===== src/rtl/snn_pkg.sv =====
// Shared types and constants for the SNN classifier control path.
// Byte/state widths plus the ASCII mapping of the result digit.
package snn_pkg;

    typedef enum logic [1:0] {
        LOAD,
        START,
        WAIT,
        SEND
    } ctrl_state_t;

    localparam int         NUM_BYTES  = 98;
    localparam logic [7:0] ASCII_ZERO = 8'h30;
    localparam int         BYTE_AW    = 7;
    localparam int         IDLE_W     = 17;

    // Results above 9 are passed through unchanged, giving 0x3A..0x3F.
    function automatic logic [7:0] ascii_digit(input logic [3:0] d);
        return ASCII_ZERO + {4'b0000, d};
    endfunction

endpackage


===== src/rtl/snn_rx_timer.sv =====
// Image byte counter with an idle timeout that drops a partial image
// so the next received byte is treated as pixel byte 0 again.
module snn_rx_timer
    import snn_pkg::*;
#(
    parameter int NB  = 98,
    parameter int TMO = 104160
) (
    input  logic               clk,
    input  logic               rst_n,
    input  logic               rx_rdy,
    input  logic               load_en,
    input  logic               clr,
    output logic [BYTE_AW-1:0] byte_cnt,
    output logic               last_byte,
    output logic               timeout
);

    localparam logic [BYTE_AW-1:0] LAST_CNT = BYTE_AW'(NB - 1);
    localparam logic [BYTE_AW-1:0] CNT_ONE  = BYTE_AW'(1);
    localparam logic [IDLE_W-1:0]  IDLE_MAX = IDLE_W'(TMO - 1);
    localparam logic [IDLE_W-1:0]  IDLE_ONE = IDLE_W'(1);

    logic [BYTE_AW-1:0] r_cnt;
    logic [IDLE_W-1:0]  r_idle;
    logic               w_accept;
    logic               w_empty;

    assign w_accept  = load_en & rx_rdy;
    assign w_empty   = (r_cnt == '0);
    assign last_byte = (r_cnt == LAST_CNT);
    assign byte_cnt  = r_cnt;

    // A byte arriving on the expiry cycle wins over the timeout.
    assign timeout = load_en & ~rx_rdy & ~w_empty & (r_idle == IDLE_MAX);

    always_ff @(posedge clk or negedge rst_n) begin
        if (!rst_n) begin
            r_cnt  <= '0;
            r_idle <= '0;
        end else if (clr) begin
            r_cnt  <= '0;
            r_idle <= '0;
        end else begin
            if (rx_rdy || timeout || w_empty) begin
                r_idle <= '0;
            end else if (load_en) begin
                r_idle <= r_idle + IDLE_ONE;
            end
            if (w_accept) begin
                r_cnt <= last_byte ? '0 : r_cnt + CNT_ONE;
            end else if (timeout) begin
                r_cnt <= '0;
            end
        end
    end

endmodule


===== src/rtl/snn_ctrl.sv =====
// Sequencer: UART bytes -> input RAM, start the SNN core, wait for the
// classification and send the result digit back as one ASCII byte.
module snn_ctrl #(
    parameter int NUM_BYTES   = snn_pkg::NUM_BYTES,
    parameter int TIMEOUT_CYC = 104160
) (
    input  logic                       clk,
    input  logic                       rst_n,
    input  logic                       rx_rdy,
    input  logic [7:0]                 rx_data,
    input  logic                       tx_rdy,
    output logic                       tx_start,
    output logic [7:0]                 tx_data,
    output logic                       ram_we,
    output logic [snn_pkg::BYTE_AW-1:0] ram_addr,
    output logic [7:0]                 ram_wdata,
    output logic                       core_start,
    input  logic                       core_done,
    input  logic [3:0]                 core_result,
    output logic [7:0]                 led
);

    import snn_pkg::*;

    ctrl_state_t        r_state;
    logic               r_ram_we;
    logic [BYTE_AW-1:0] r_ram_addr;
    logic [7:0]         r_ram_wdata;
    logic               r_core_start;
    logic               r_tx_start;
    logic [7:0]         r_tx_data;
    logic [3:0]         r_result;
    logic               r_busy;

    logic [BYTE_AW-1:0] w_byte_cnt;
    logic               w_last_byte;
    logic               w_timeout;
    logic               w_load_en;
    logic               w_clr;

    assign w_load_en = (r_state == LOAD);
    assign w_clr     = ~w_load_en;

    snn_rx_timer #(
        .NB  (NUM_BYTES),
        .TMO (TIMEOUT_CYC)
    ) u_rx_timer (
        .clk       (clk),
        .rst_n     (rst_n),
        .rx_rdy    (rx_rdy),
        .load_en   (w_load_en),
        .clr       (w_clr),
        .byte_cnt  (w_byte_cnt),
        .last_byte (w_last_byte),
        .timeout   (w_timeout)
    );

    always_ff @(posedge clk or negedge rst_n) begin
        if (!rst_n) begin
            r_state      <= LOAD;
            r_ram_we     <= 1'b0;
            r_ram_addr   <= '0;
            r_ram_wdata  <= '0;
            r_core_start <= 1'b0;
            r_tx_start   <= 1'b0;
            r_tx_data    <= '0;
            r_result     <= '0;
        end else begin
            r_ram_we     <= 1'b0;
            r_core_start <= 1'b0;
            r_tx_start   <= 1'b0;
            unique case (r_state)
                LOAD: begin
                    if (rx_rdy) begin
                        r_ram_we    <= 1'b1;
                        r_ram_addr  <= w_byte_cnt;
                        r_ram_wdata <= rx_data;
                        if (w_last_byte) begin
                            r_state <= START;
                        end
                    end
                end
                // The last write lands while we sit here, before the core starts.
                START: begin
                    r_core_start <= 1'b1;
                    r_state      <= WAIT;
                end
                WAIT: begin
                    if (core_done) begin
                        r_result  <= core_result;
                        r_tx_data <= ascii_digit(core_result);
                        r_state   <= SEND;
                    end
                end
                SEND: begin
                    if (tx_rdy) begin
                        r_tx_start <= 1'b1;
                        r_state    <= LOAD;
                    end
                end
                default: r_state <= LOAD;
            endcase
        end
    end

    always_ff @(posedge clk or negedge rst_n) begin
        if (!rst_n) begin
            r_busy <= 1'b0;
        end else begin
            r_busy <= (r_state != LOAD);
        end
    end

    assign ram_we     = r_ram_we;
    assign ram_addr   = r_ram_addr;
    assign ram_wdata  = r_ram_wdata;
    assign core_start = r_core_start;
    assign tx_start   = r_tx_start;
    assign tx_data    = r_tx_data;
    assign led        = {r_busy, 3'b000, r_result};

endmodule


===== config.mk =====
export PLATFORM = sky130hd
export DESIGN_NAME = snn_ctrl
export DESIGN_NICKNAME = d
export VERILOG_FILES = /design/src/rtl/snn_pkg.sv /design/src/rtl/snn_rx_timer.sv /design/src/rtl/snn_ctrl.sv
export SDC_FILE = /design/constraint.sdc
export NUM_CORES = 1
export LEC_CHECK = 0
export CAP_MARGIN = 10
export CELL_PAD_IN_SITES_DETAIL_PLACEMENT = 0
export CELL_PAD_IN_SITES_GLOBAL_PLACEMENT = 2
export CORE_MARGIN = 5
export CORE_UTILIZATION = 33
export DETAILED_ROUTE_END_ITERATION = 16
export GPL_TIMING_DRIVEN = 0
export PLACE_DENSITY_LB_ADDON = 0.12
export SYNTH_ARGS = -nofsm -noshare
export SYNTH_HDL_FRONTEND = slang
export SYNTH_HIERARCHICAL = 1
export SYNTH_SLANG_ARGS = --single-unit

===== constraint.sdc =====
create_clock -name clk -period 2.05 [get_ports clk]
set_input_delay 0.5125 -clock clk [delete_from_list [all_inputs] [get_ports clk]]
set_output_delay 0.5125 -clock clk [all_outputs]
set_load 0.05 [all_outputs]

# == After elaboration in Yosys (flattened, before gate mapping) ==
# Index checks and enable logic that the tools add are counted.
# totals
in_bits,17
register_bits,57
word_cells,54
output_inout_bits,34
# op_classes
bitwise,6
add_sub_neg,3
n_reduce_logical,8
eq_ne,10
mux,16
# op_table
cell,n
2-to-1 mux 17 bit,2
2-to-1 mux 7 bit,4
adder 17 x 1 -> 17 bit (second input constant),1
equality test 17 bit (second input constant),1
2-to-1 mux 2 bit,4
!= test 2 bit (second input constant),4
one-hot mux 2 bit (4 select lines),1
adder 6 x 4 -> 7 bit (first input constant),1
adder 7 x 1 -> 7 bit (second input constant),1
equality test 7 bit (second input constant),1
zero test 7 bit,1
2-to-1 mux 1 bit,5
AND 1 bit,4
equality test 2 bit (second input constant),2
AND reduction 2 bit,2
AND reduction 4 bit,1
!= test 3 bit (second input constant),1
equality test 2 x 1 -> 1 bit (second input constant),1
zero test 2 bit,1
logical OR 1 bit,2
NOT 1 bit,2
nonzero test 2 bit,1

# == Longest topological paths before layout ==
# Gate-level depths: netlist of the first run.
# logic_depth
depth_word,8
mapped_depth,9

# == Modules after synthesis ==
# The synthesis of the first run kept the hierarchy.
# modules_own_cells
mod,n_inst,area_per_inst_um2,cells_each
snn_rx_timer,1,1381.3,140
snn_ctrl,1,1122.3,78

# == Worst setup path before layout of the first run ==
# Ideal clock, no wire load.
# synth_path
path_type,register to register
start,reg r_state[0]
end,"reg u_rx_timer.r_cnt[4], in the netlist u_rx_timer/byte_cnt[4]"
arrival_ns,1.623
period_less_slack_ns,1.749
stages_incl_launch_ff,8
setup_slack_ns,0.301
n_path_buf,1
setup_time_ns,0.126
cell_sequence,dfrtp_1 -> inv_1 -> ha_1 -> buf_4 -> nand4_1 -> nor3_2 -> a31oi_2 -> a221o_1
# synth_between
elab_chain_len,5
# synth_lines
element,line_no,text
from (decl),snn_ctrl.sv:25,ctrl_state_t r_state;
from (signal assigned),snn_ctrl.sv:60,r_state <= LOAD;
from (signal assigned),snn_ctrl.sv:79,r_state <= START;
from (signal assigned),snn_ctrl.sv:86,r_state <= WAIT;
zero test 2 bit (*),snn_ctrl.sv:41,assign w_load_en = (r_state == LOAD);
net w_load_en,snn_ctrl.sv:38,logic w_load_en;
AND 1 bit (3 in a row),snn_rx_timer.sv:35,assign timeout = load_en & ~rx_rdy & ~w_empty & (r_idle == IDLE_MAX);
!= test 3 bit (no source line),--,
to (signal assigned),snn_rx_timer.sv:51,r_cnt <= last_byte ? '0 : r_cnt + CNT_ONE;
to (decl),snn_rx_timer.sv:24,logic [BYTE_AW-1:0] r_cnt;
# Mark *: on every way through the listed nets, which the timed path passes. The rest lies on a longest branch.
# A chain may end at the register's enable or synchronous reset.

# == Final worst setup path of the first run ==
# layout_path
start,reg r_result[0]
end,out led[0]
# layout_lines
element,line_no,text
from (decl),snn_ctrl.sv:32,logic [3:0] r_result;
from (signal assigned),snn_ctrl.sv:90,r_result <= core_result;
to (decl),snn_ctrl.sv:20,output logic [7:0] led
# No word-level cell between the ends.

==> results of run 1 <==
[sequential cells by signal, indices dropped and copies added (netlist names)]
signal and flops:
u_rx_timer/r_idle 17, ram_wdata 8, ram_addr 7, u_rx_timer/byte_cnt 7, r_result 3, r_state 2
tx_data 2, core_start 1, r_busy 1, ram_we 1, tx_start 1
[cells in the final DEF (no fill, tap or decap), types with 6 or more instances in the layout]
| cell | count |
|---|---|
| mux2_2 | 20 |
| dlygate4sd2_1 | 6 |
| xor2_1 | 8 |
| nand3_1 | 7 |
| nand2b_1 | 7 |
| dfrtp_1 | 50 |
| clkbuf_8 | 6 |
| buf_4 | 12 |
| clkdlybuf4s50_1 | 35 |
| inv_1 | 6 |
| ha_1 | 9 |
| nor2_1 | 17 |
| a21oi_1 | 7 |
| nand2_1 | 8 |
[repair_timing]
item,4_1_cts,5_1_grt
hold buffers,0,0
pin swaps,0,1
endpoints found under the setup margin,6,8
buffers inserted,0,0
resized for setup,6,7
gates cloned,0,0
[layer usage]
layer / up-vias / part of all wire (%) / routed length, microns / global-route usage (%)
met2: 27 / 51 / 2580 / 18.7
met3: 3 / 4.6 / 234 / 3.60
met5: - / 0 / 0 / 0
li1: 858 / - / - / -
met4: 0 / 0.34 / 17 / 2.92
met1: 840 / 44 / 2210 / 13.2
[layout make-up]
class | instances | area, sq um
inverter | 7 | 26.3
clock buffer | 7 | 86.3
tap | 99 | 124
clock inverter | 1 | 5.00
multi-input combinational | 146 | 1120
buffer | 18 | 145
fill | 728 | 4070
timing repair buffer | 46 | 465
sequential | 50 | 1250
[how the worst max path moves through the flow]
stage / startpoint / end / slack (ps) / cells past startpoint
after floorplan: r_state[0]$_DFFE_PN0P_ / u_rx_timer/r_idle[13]$_DFFE_PN0P_ / 320 / 8
after global placement: rst_n / u_rx_timer/byte_cnt[2]$_DFFE_PN0P_ / -1140 / 1
after detailed placement: rx_rdy / u_rx_timer/byte_cnt[4]$_DFFE_PN0P_ / -80 / 4
after CTS: tx_data[4]$_DFFE_PN0P_ / tx_data[4] / 20 / 1
after global routing: r_result[2]$_DFFE_PN0P_ / led[2] / 4 / 1
final: r_result[0]$_DFFE_PN0P_ / led[0] / 50 / 1
[power by group]
| part | total [W] | internal (W) | switching, W |
|---|---|---|---|
| registers | 0.00127 | 0.00117 | 0.000102 |
| logic | 0.00181 | 0.000691 | 0.00112 |
| clock network | 0.000588 | 0.000273 | 0.000315 |
| total | 0.00368 | 0.00213 | 0.00154 |
[per-stage QoR]
stage	instances	util [%]	TNS, ps
floorplan	221	-	0
global placement	365	42.3	-57090
detailed placement	366	42.5	-227
CTS	374	43.7	0
global route	374	44.1	0
finish	374	44.1	0
==> results.json, run 1 <==
{
  "status": "complete, no violations",
  "rrSetupSlack_ps": 150,
  "syn_area_sq_mm": 0.00250,
  "clk_pin_slew_ps": 90,
  "synthCells": 217,
  "cp_max_fo": 3,
  "crit_chain": "clkdlybuf4s50_1",
  "worstRegToRegCells": 7,
  "grt_antenna_before_repair": 0,
  "p_total_w": 0.00368,
  "final-setup-viol-count": 0,
  "fin_nets": 300,
  "core_sq_mm": 0.00729,
  "rsz0062_at_grt": "no",
  "end_kind": "primary output",
  "grt_pass1_wl_microns": 8600,
  "gp_congestion": 0.714,
  "start_util_pct": 34.2,
  "path_delay_family": "buffers and inverters",
  "hold_viol": 0,
  "vias": 1728,
  "stdcell_area_sq_mm": 0.00322,
  "finalWirelength_microns": 5050,
  "first_pass_iters": 4,
  "place_area_sq_mm": 0.00310,
  "vdd_drop_max_mv": 0.887,
  "p_leak_nw": 1.46,
  "num_rows": 31,
  "dp_slack_ps": -84.3,
  "insertedDiodeCount": 0,
  "ys_warn_count": 6,
  "period_share_pct": 97.4,
  "cp-start-kind": "flop",
  "cp_slowest_cell": "clkdlybuf4s50_1",
  "holdWs_ps": 192,
  "fin_skew_ps": 8.52,
  "dieArea_sq_mm": 0.00941,
  "maxSlewHeadroom_pct": 63.2,
  "cellPowerDensity_mw_per_mm2": 1140,
  "grt_start_max_net_pins": 29,
  "htree_levels": 2,
  "ctsRootBufferMaster": "clkbuf_8",
  "post_drt_wl_per_cell_microns": 13.5,
  "clkLatencyLatePin_ps": 300,
  "cpPeakStageDelay_ps": 810,
  "portBuffers": 45,
  "cp.required_ps": 1540,
  "syn_to_final_growth_pct": 28.9,
  "setup_slack_ps": 53.4,
  "globalRouteOverflowTotal": 0,
  "drc_errors": 0,
  "r2r_start": "r_state[1]$_DFFE_PN0P_",
  "r2r-end": "u_rx_timer/byte_cnt[3]$_DFFE_PN0P_",
  "drive_gt1_share_pct": 20.4,
  "clockBufferDepth": 2,
  "die_h_microns": 97.0,
  "die_w_microns": 97.0,
  "routed_via_density": 4.62,
  "critPathKind": "flop to primary output",
  "cts_buffers": 5,
  "dpl.hpwl_microns": 3760,
  "gr-usage-all-layers_pct": 10.9,
  "clock-sinks": 50,
  "ant_nets": 0,
  "grt_pass1_vias": 1808,
  "min_path_type": "input port to async pin",
  "clock.fmax_ghz": 0.501,
  "cts_tree": "yes",
  "period_minus_slack_ps": 2000,
  "post_synth.cell_area_avg_sq_um": 11.5,
  "max-cap-violations": 0,
  "drtIter0Drc": 50,
  "critical_path_arrival_ps": 1480,
  "crit_buf_inv": 1,
  "pin_count": 51,
  "tightest_slew_ps": 552,
  "slew_violations": 0
}
(Power assumes the default switching activity.)
==> run 2, diff against run 1 <==
--- a/config.mk
+++ b/config.mk
@@ -10,9 +10,10 @@
 export CELL_PAD_IN_SITES_GLOBAL_PLACEMENT = 2
 export CORE_MARGIN = 5
 export CORE_UTILIZATION = 33
+export CTS_CLUSTER_DIAMETER = 100
 export DETAILED_ROUTE_END_ITERATION = 16
 export GPL_TIMING_DRIVEN = 0
-export PLACE_DENSITY_LB_ADDON = 0.12
+export PLACE_DENSITY = 0.82
 export SYNTH_ARGS = -nofsm -noshare
 export SYNTH_HDL_FRONTEND = slang
 export SYNTH_HIERARCHICAL = 1
==> run 2 against run 1 <==
Effect of this change: worst hold slack better by 17 ps; sequential share of layout area hardly changed; critical path depth did not move; register-to-register slack hardly changed; cell count did not move; design area hardly changed; core utilization about the same; highest routed layer unchanged; non-clock buffer count unchanged; clock skew down 4.9 ps.
==> results.json, run 2 (synthesis results as in run 1) <==
{
  "syn_to_final_growth_pct": 28.8,
  "maxSlewHeadroom_pct": 60.5,
  "start_util_pct": 34.2,
  "dp.cells": 366,
  "cp-start-kind": "flop",
  "drc_errors": 0,
  "end_kind": "primary output",
  "p_seq_share_pct": 34.6,
  "critical_path_arrival_ps": 1480,
  "p_comb_share_pct": 49.5,
  "hold_viol": 0,
  "cts_buffers": 5,
  "fin_nets": 300,
  "clockBufferDepth": 2,
  "cpPeakStageDelay_ps": 810,
  "finalNonFillerCells": 374,
  "clock-sinks": 50,
  "p_total_w": 0.00368,
  "core_sq_mm": 0.00729,
  "dpl.hpwl_microns": 3620,
  "period_share_pct": 97.4,
  "setup_tns_ps": 0,
  "grt_util_met3_pct": 4.32,
  "min_path_type": "input port to async pin",
  "gp_congestion": 0.753,
  "gr-max-usage-layer": "met2",
  "finalWirelength_microns": 4980,
  "crit_buf_inv": 1,
  "htree_levels": 2,
  "cp_slowest_cell": "clkdlybuf4s50_1",
  "num_rows": 31,
  "grt_antenna_before_repair": 0,
  "routed_via_density": 4.67,
  "top_register": "u_rx_timer/r_idle",
  "die_h_microns": 97.0,
  "largest_register_ffs": 17,
  "internal_power_w": 0.00214,
  "mostFrequentLayoutCell": "dfrtp_1",
  "rsz0062_at_grt": "no",
  "fin_skew_ps": 3.60,
  "drive_gt1_share_pct": 21.1,
  "vias": 1748,
  "insertedDiodeCount": 0,
  "drtIter0Drc": 44,
  "p_sw_w": 0.00154,
  "ctsRootBufferMaster": "clkbuf_8",
  "grt_pass1_vias": 1761,
  "slew_violations": 0,
  "cp_max_fo": 3,
  "period_minus_slack_ps": 2000,
  "grt_use_met2_pct": 17.4,
  "clk_pin_slew_ps": 90,
  "clockPowerShare_pct": 15.9,
  "cts_hold_buf": 0,
  "clkLatencyLatePin_ps": 290,
  "die_w_microns": 97.0,
  "critPathKind": "flop to primary output",
  "crit_chain": "clkdlybuf4s50_1",
  "swShare_pct": 41.9,
  "ant_nets": 0,
  "globalRouteOverflowTotal": 0,
  "fillers": 727,
  "first_pass_iters": 4,
  "cellPowerDensity_mw_per_mm2": 1140,
  "cts_tree": "yes",
  "final-setup-viol-count": 0,
  "status": "complete, no violations",
  "vdd_drop_max_mv": 0.686,
  "layout_common_cells": "50 x dfrtp_1, 36 x clkdlybuf4s50_1, 20 x mux2_2",
  "use_met1_pct": 14.1,
  "cp.required_ps": 1540,
  "p_leak_nw": 1.46,
  "max-cap-violations": 0,
  "grt_pass1_wl_microns": 8640,
  "portBuffers": 45,
  "dieArea_sq_mm": 0.00941,
  "grt_start_max_net_pins": 28,
  "post_drt_wl_per_cell_microns": 13.3,
  "tightest_slew_ps": 593,
  "pin_count": 51,
  "path_delay_family": "buffers and inverters",
  "gr-usage-all-layers_pct": 11.0,
  "clock.fmax_ghz": 0.501
}
run 2: final timing paths:
| path | start | to | slack, ps | depth (start not counted) |
|---|---|---|---|---|
| setup / recovery | r_result[0]$_DFFE_PN0P_ | led[0] | 50 | 1 |
| hold / removal | rst_n | r_result[2]$_DFFE_PN0P_ | 210 | 1 |
| setup reg to reg | r_state[1]$_DFFE_PN0P_ | u_rx_timer/byte_cnt[4]$_DFFE_PN0P_ | 160 | 7 |
| hold reg to reg | tx_data[4]$_DFFE_PN0P_ | tx_data[4]$_DFFE_PN0P_ | 500 | 1 |
| max in group asynchronous | rst_n | ram_addr[1]$_DFFE_PN0P_ | 1290 | 2 |
| min in group clk | tx_data[4]$_DFFE_PN0P_ | tx_data[4]$_DFFE_PN0P_ | 500 | 1 |
run 2: per-layer routing:
layer / vias to the layer above / part of all wire [%]
met5: - / 0
met4: 0 / 0.78
met3: 5 / 6.9
met2: 43 / 47
met1: 839 / 45
li1: 861 / -
run 2: per-stage QoR:
| step | hold slack, ps | instance area (sq um) | worst slack (ps) | util (%) |
|---|---|---|---|---|
| floorplan | 217 | 2510 | 318 | - |
| global placement | 477 | 3090 | -1140 | 42.3 |
| detailed placement | 493 | 3100 | -68.3 | 42.5 |
| CTS | 215 | 3190 | 26.6 | 43.7 |
| global route | 244 | 3220 | 2.03 | 44.1 |
| finish | 210 | 3220 | 54.0 | 44.1 |
run 2: final cells by class:
type | instances | area (sq um) | share of cell area, %
clock buffer | 7 | 86.3 | 2.68
sequential | 50 | 1250 | 38.9
tap | 99 | 124 | 3.85
inverter | 7 | 26.3 | 0.817
timing repair buffer | 46 | 463 | 14.4
buffer | 18 | 145 | 4.51
clock inverter | 1 | 5.00 | 0.156
multi-input combinational | 146 | 1120 | 34.7
run 2: power groups by stage:
stage | sequential, W | combinational [W] | clock (W)
2_1_floorplan | 0.00181 | 0.000768 | 0
3_3_place_gp | 0.00128 | 0.00185 | 0
3_5_place_dp | 0.00129 | 0.00186 | 0
4_1_cts | 0.00128 | 0.00184 | 0.000620
5_1_grt | 0.00130 | 0.00194 | 0.000665
6_report | 0.00127 | 0.00182 | 0.000585
run 2: what timing repair did:
action / 4_1_cts / 5_1_grt
buffers inserted: 0 / 0
pin swaps: 0 / 1
gates cloned: 0 / 0
resized for setup: 6 / 8
endpoints found under the setup margin: 6 / 7
==> run 3, diff against run 2 <==
--- a/config.mk
+++ b/config.mk
@@ -5,15 +5,16 @@
 export SDC_FILE = /design/constraint.sdc
 export NUM_CORES = 1
 export LEC_CHECK = 0
+export ABC_AREA = 0
 export CAP_MARGIN = 10
 export CELL_PAD_IN_SITES_DETAIL_PLACEMENT = 0
 export CELL_PAD_IN_SITES_GLOBAL_PLACEMENT = 2
 export CORE_MARGIN = 5
-export CORE_UTILIZATION = 33
+export CORE_UTILIZATION = 36
 export CTS_CLUSTER_DIAMETER = 100
 export DETAILED_ROUTE_END_ITERATION = 16
 export GPL_TIMING_DRIVEN = 0
-export PLACE_DENSITY = 0.82
+export PLACE_DENSITY = 0.88
 export SYNTH_ARGS = -nofsm -noshare
 export SYNTH_HDL_FRONTEND = slang
 export SYNTH_HIERARCHICAL = 1
==> constraint.sdc (replaced) <==
create_clock -name clk -period 2.6 [get_ports clk]
set_input_delay 0.65 -clock clk [delete_from_list [all_inputs] [get_ports clk]]
set_output_delay 0.65 -clock clk [all_outputs]
set_load 0.05 [all_outputs]
==> run 3 against run 2 <==
Effect of this change: clock skew grew 2.9 ps; worst hold slack gained 89 ps; worst setup slack gained 330 ps; wire length shrank 4.4%; register-to-register slack gained 490 ps; non-clock buffer count unchanged; cell count shrank 5.3%; sequential cell count unchanged; sequential power down 21%; die area is 7.5% lower; first-iteration DRC count unchanged; sequential share of layout area increased by 0.77 points; critical endpoint is now tx_data[0].
==> results.json, run 3 (synthesis results as in run 1) <==
{
  "max-cap-violations": 0,
  "grt_antenna_before_repair": 0,
  "drtIter0Drc": 44,
  "vias": 1723,
  "finalWirelength_microns": 4770,
  "cp.required_ps": 1950,
  "end_kind": "primary output",
  "clock-sinks": 50,
  "use_met1_pct": 16.0,
  "hold_viol": 0,
  "fin_skew_ps": 6.53,
  "syn_to_final_growth_pct": 26.3,
  "cts_hold_buf": 0,
  "r2r_start": "r_state[0]$_DFFE_PN0P_",
  "rrSetupSlack_ps": 650,
  "grt_pass1_wl_microns": 8640,
  "min_path_type": "input port to async pin",
  "crit_path_start": "r_result[0]$_DFFE_PN0P_",
  "rsz0062_at_grt": "no",
  "period_minus_slack_ps": 2210,
  "grt_start_max_net_pins": 33,
  "start_util_pct": 37.0,
  "seq_area_sq_mm": 0.00125,
  "num_rows": 30,
  "largest_register_ffs": 17,
  "post_drt_wl_per_cell_microns": 13.5,
  "gr-max-usage-layer": "met2",
  "grt_util_met3_pct": 4.42,
  "clockPowerShare_pct": 14.9,
  "dpl.hpwl_microns": 3570,
  "post_cts_buffers": 0,
  "post_cts_resized": 0,
  "critPathKind": "flop to primary output",
  "worstRegToRegCells": 7,
  "p_sw_w": 0.00119,
  "routed_via_density": 4.87,
  "gp_congestion": 0.770,
  "r2r-end": "u_rx_timer/byte_cnt[4]$_DFFE_PN0P_",
  "vdd_drop_max_mv": 0.561,
  "multi_input_area_sq_mm": 0.00109,
  "crit_end": "tx_data[0]",
  "slew_violations": 0,
  "grt_pass1_vias": 1815,
  "cts_buffers": 5,
  "p_leak_nw": 1.40,
  "period_share_pct": 85.1,
  "die_w_microns": 93.3,
  "cts_tree": "yes",
  "swShare_pct": 41.6,
  "dieArea_sq_mm": 0.00870,
  "htree_levels": 2,
  "clock.fmax_ghz": 0.452,
  "clockBufferDepth": 2,
  "insertedDiodeCount": 0,
  "final-setup-viol-count": 0,
  "critical_path_arrival_ps": 1560,
  "first_pass_iters": 4,
  "fin_nets": 300,
  "fillers": 654,
  "clk_pin_slew_ps": 90,
  "drc_errors": 0,
  "tightest_slew_ps": 544,
  "p_comb_share_pct": 50.2,
  "maxSlewHeadroom_pct": 63.6,
  "status": "complete, no violations",
  "ant_nets": 0,
  "internal_power_w": 0.00168,
  "drive_gt1_share_pct": 19.7,
  "p_seq_share_pct": 34.9,
  "stdcell_area_sq_mm": 0.00315,
  "top_register": "u_rx_timer/r_idle",
  "gr-usage-all-layers_pct": 12.4,
  "layout_common_cells": "50 x dfrtp_1, 44 x clkdlybuf4s50_1, 20 x mux2_2",
  "mostFrequentLayoutCell": "dfrtp_1",
  "ctsRootBufferMaster": "clkbuf_8",
  "grt_use_met2_pct": 19.4,
  "holdWs_ps": 298,
  "die_h_microns": 93.3,
  "cellPowerDensity_mw_per_mm2": 910,
  "pin_count": 51,
  "cp-start-kind": "flop",
  "core_sq_mm": 0.00676,
  "globalRouteOverflowTotal": 0,
  "clkLatencyLatePin_ps": 300,
  "place_area_sq_mm": 0.00308,
  "portBuffers": 45,
  "cp_max_fo": 3
}
-- run 3: critical path, cell delays in order (launching register included) --
cell and delay (ps):
dfrtp_1 370, buf_4 110, clkdlybuf4s50_1 790
-- run 3: layout make-up --
cell class	count	area share, %
clock buffer	7	2.42
buffer	18	4.52
sequential	50	39.7
tap	80	3.17
timing repair buffer	46	14.8
multi-input combinational	146	34.6
inverter	7	0.833
-- run 3: per-layer routing --
layer	up-vias	part of all wire, %	wire, microns
met4	0	1.2	56
met3	7	6.7	319
met1	822	47	2240
li1	859	-	-
met5	-	0	0
met2	35	45	2150
-- run 3: how the worst min path moves through the flow --
stage | startpoint | endpoint | cells after the start
floorplan | rst_n | core_start$_DFF_PN0_ | 0
global placement | tx_data[4]$_DFFE_PN0P_ | tx_data[4]$_DFFE_PN0P_ | 1
detailed placement | tx_data[4]$_DFFE_PN0P_ | tx_data[4]$_DFFE_PN0P_ | 1
CTS | rst_n | u_rx_timer/r_idle[5]$_DFFE_PN0P_ | 1
global route | rst_n | u_rx_timer/r_idle[5]$_DFFE_PN0P_ | 1
finish | rst_n | u_rx_timer/r_idle[5]$_DFFE_PN0P_ | 1
-- run 3: through the flow --
stage	util, %	setup TNS (ps)	power [W]	std cells	setup slack [ps]
after global routing	46.7	0	0.00305	354	317
after floorplan	-	0	0.00204	221	868
after detailed placement	45.6	0	0.00248	347	352
final	46.7	0	0.00287	354	388
after CTS	46.7	0	0.00292	354	364
after global placement	45.3	-33750	0.00246	346	-678
-- run 3: power by group through the flow --
stage               Sequential, W  Combinational [W]  Clock (W)
floorplan                 0.00143           0.000606          0
global placement          0.00102            0.00145          0
detailed placement        0.00102            0.00146          0
CTS                       0.00101            0.00146   0.000451
global route              0.00103            0.00153   0.000484
finish                    0.00100            0.00144   0.000426
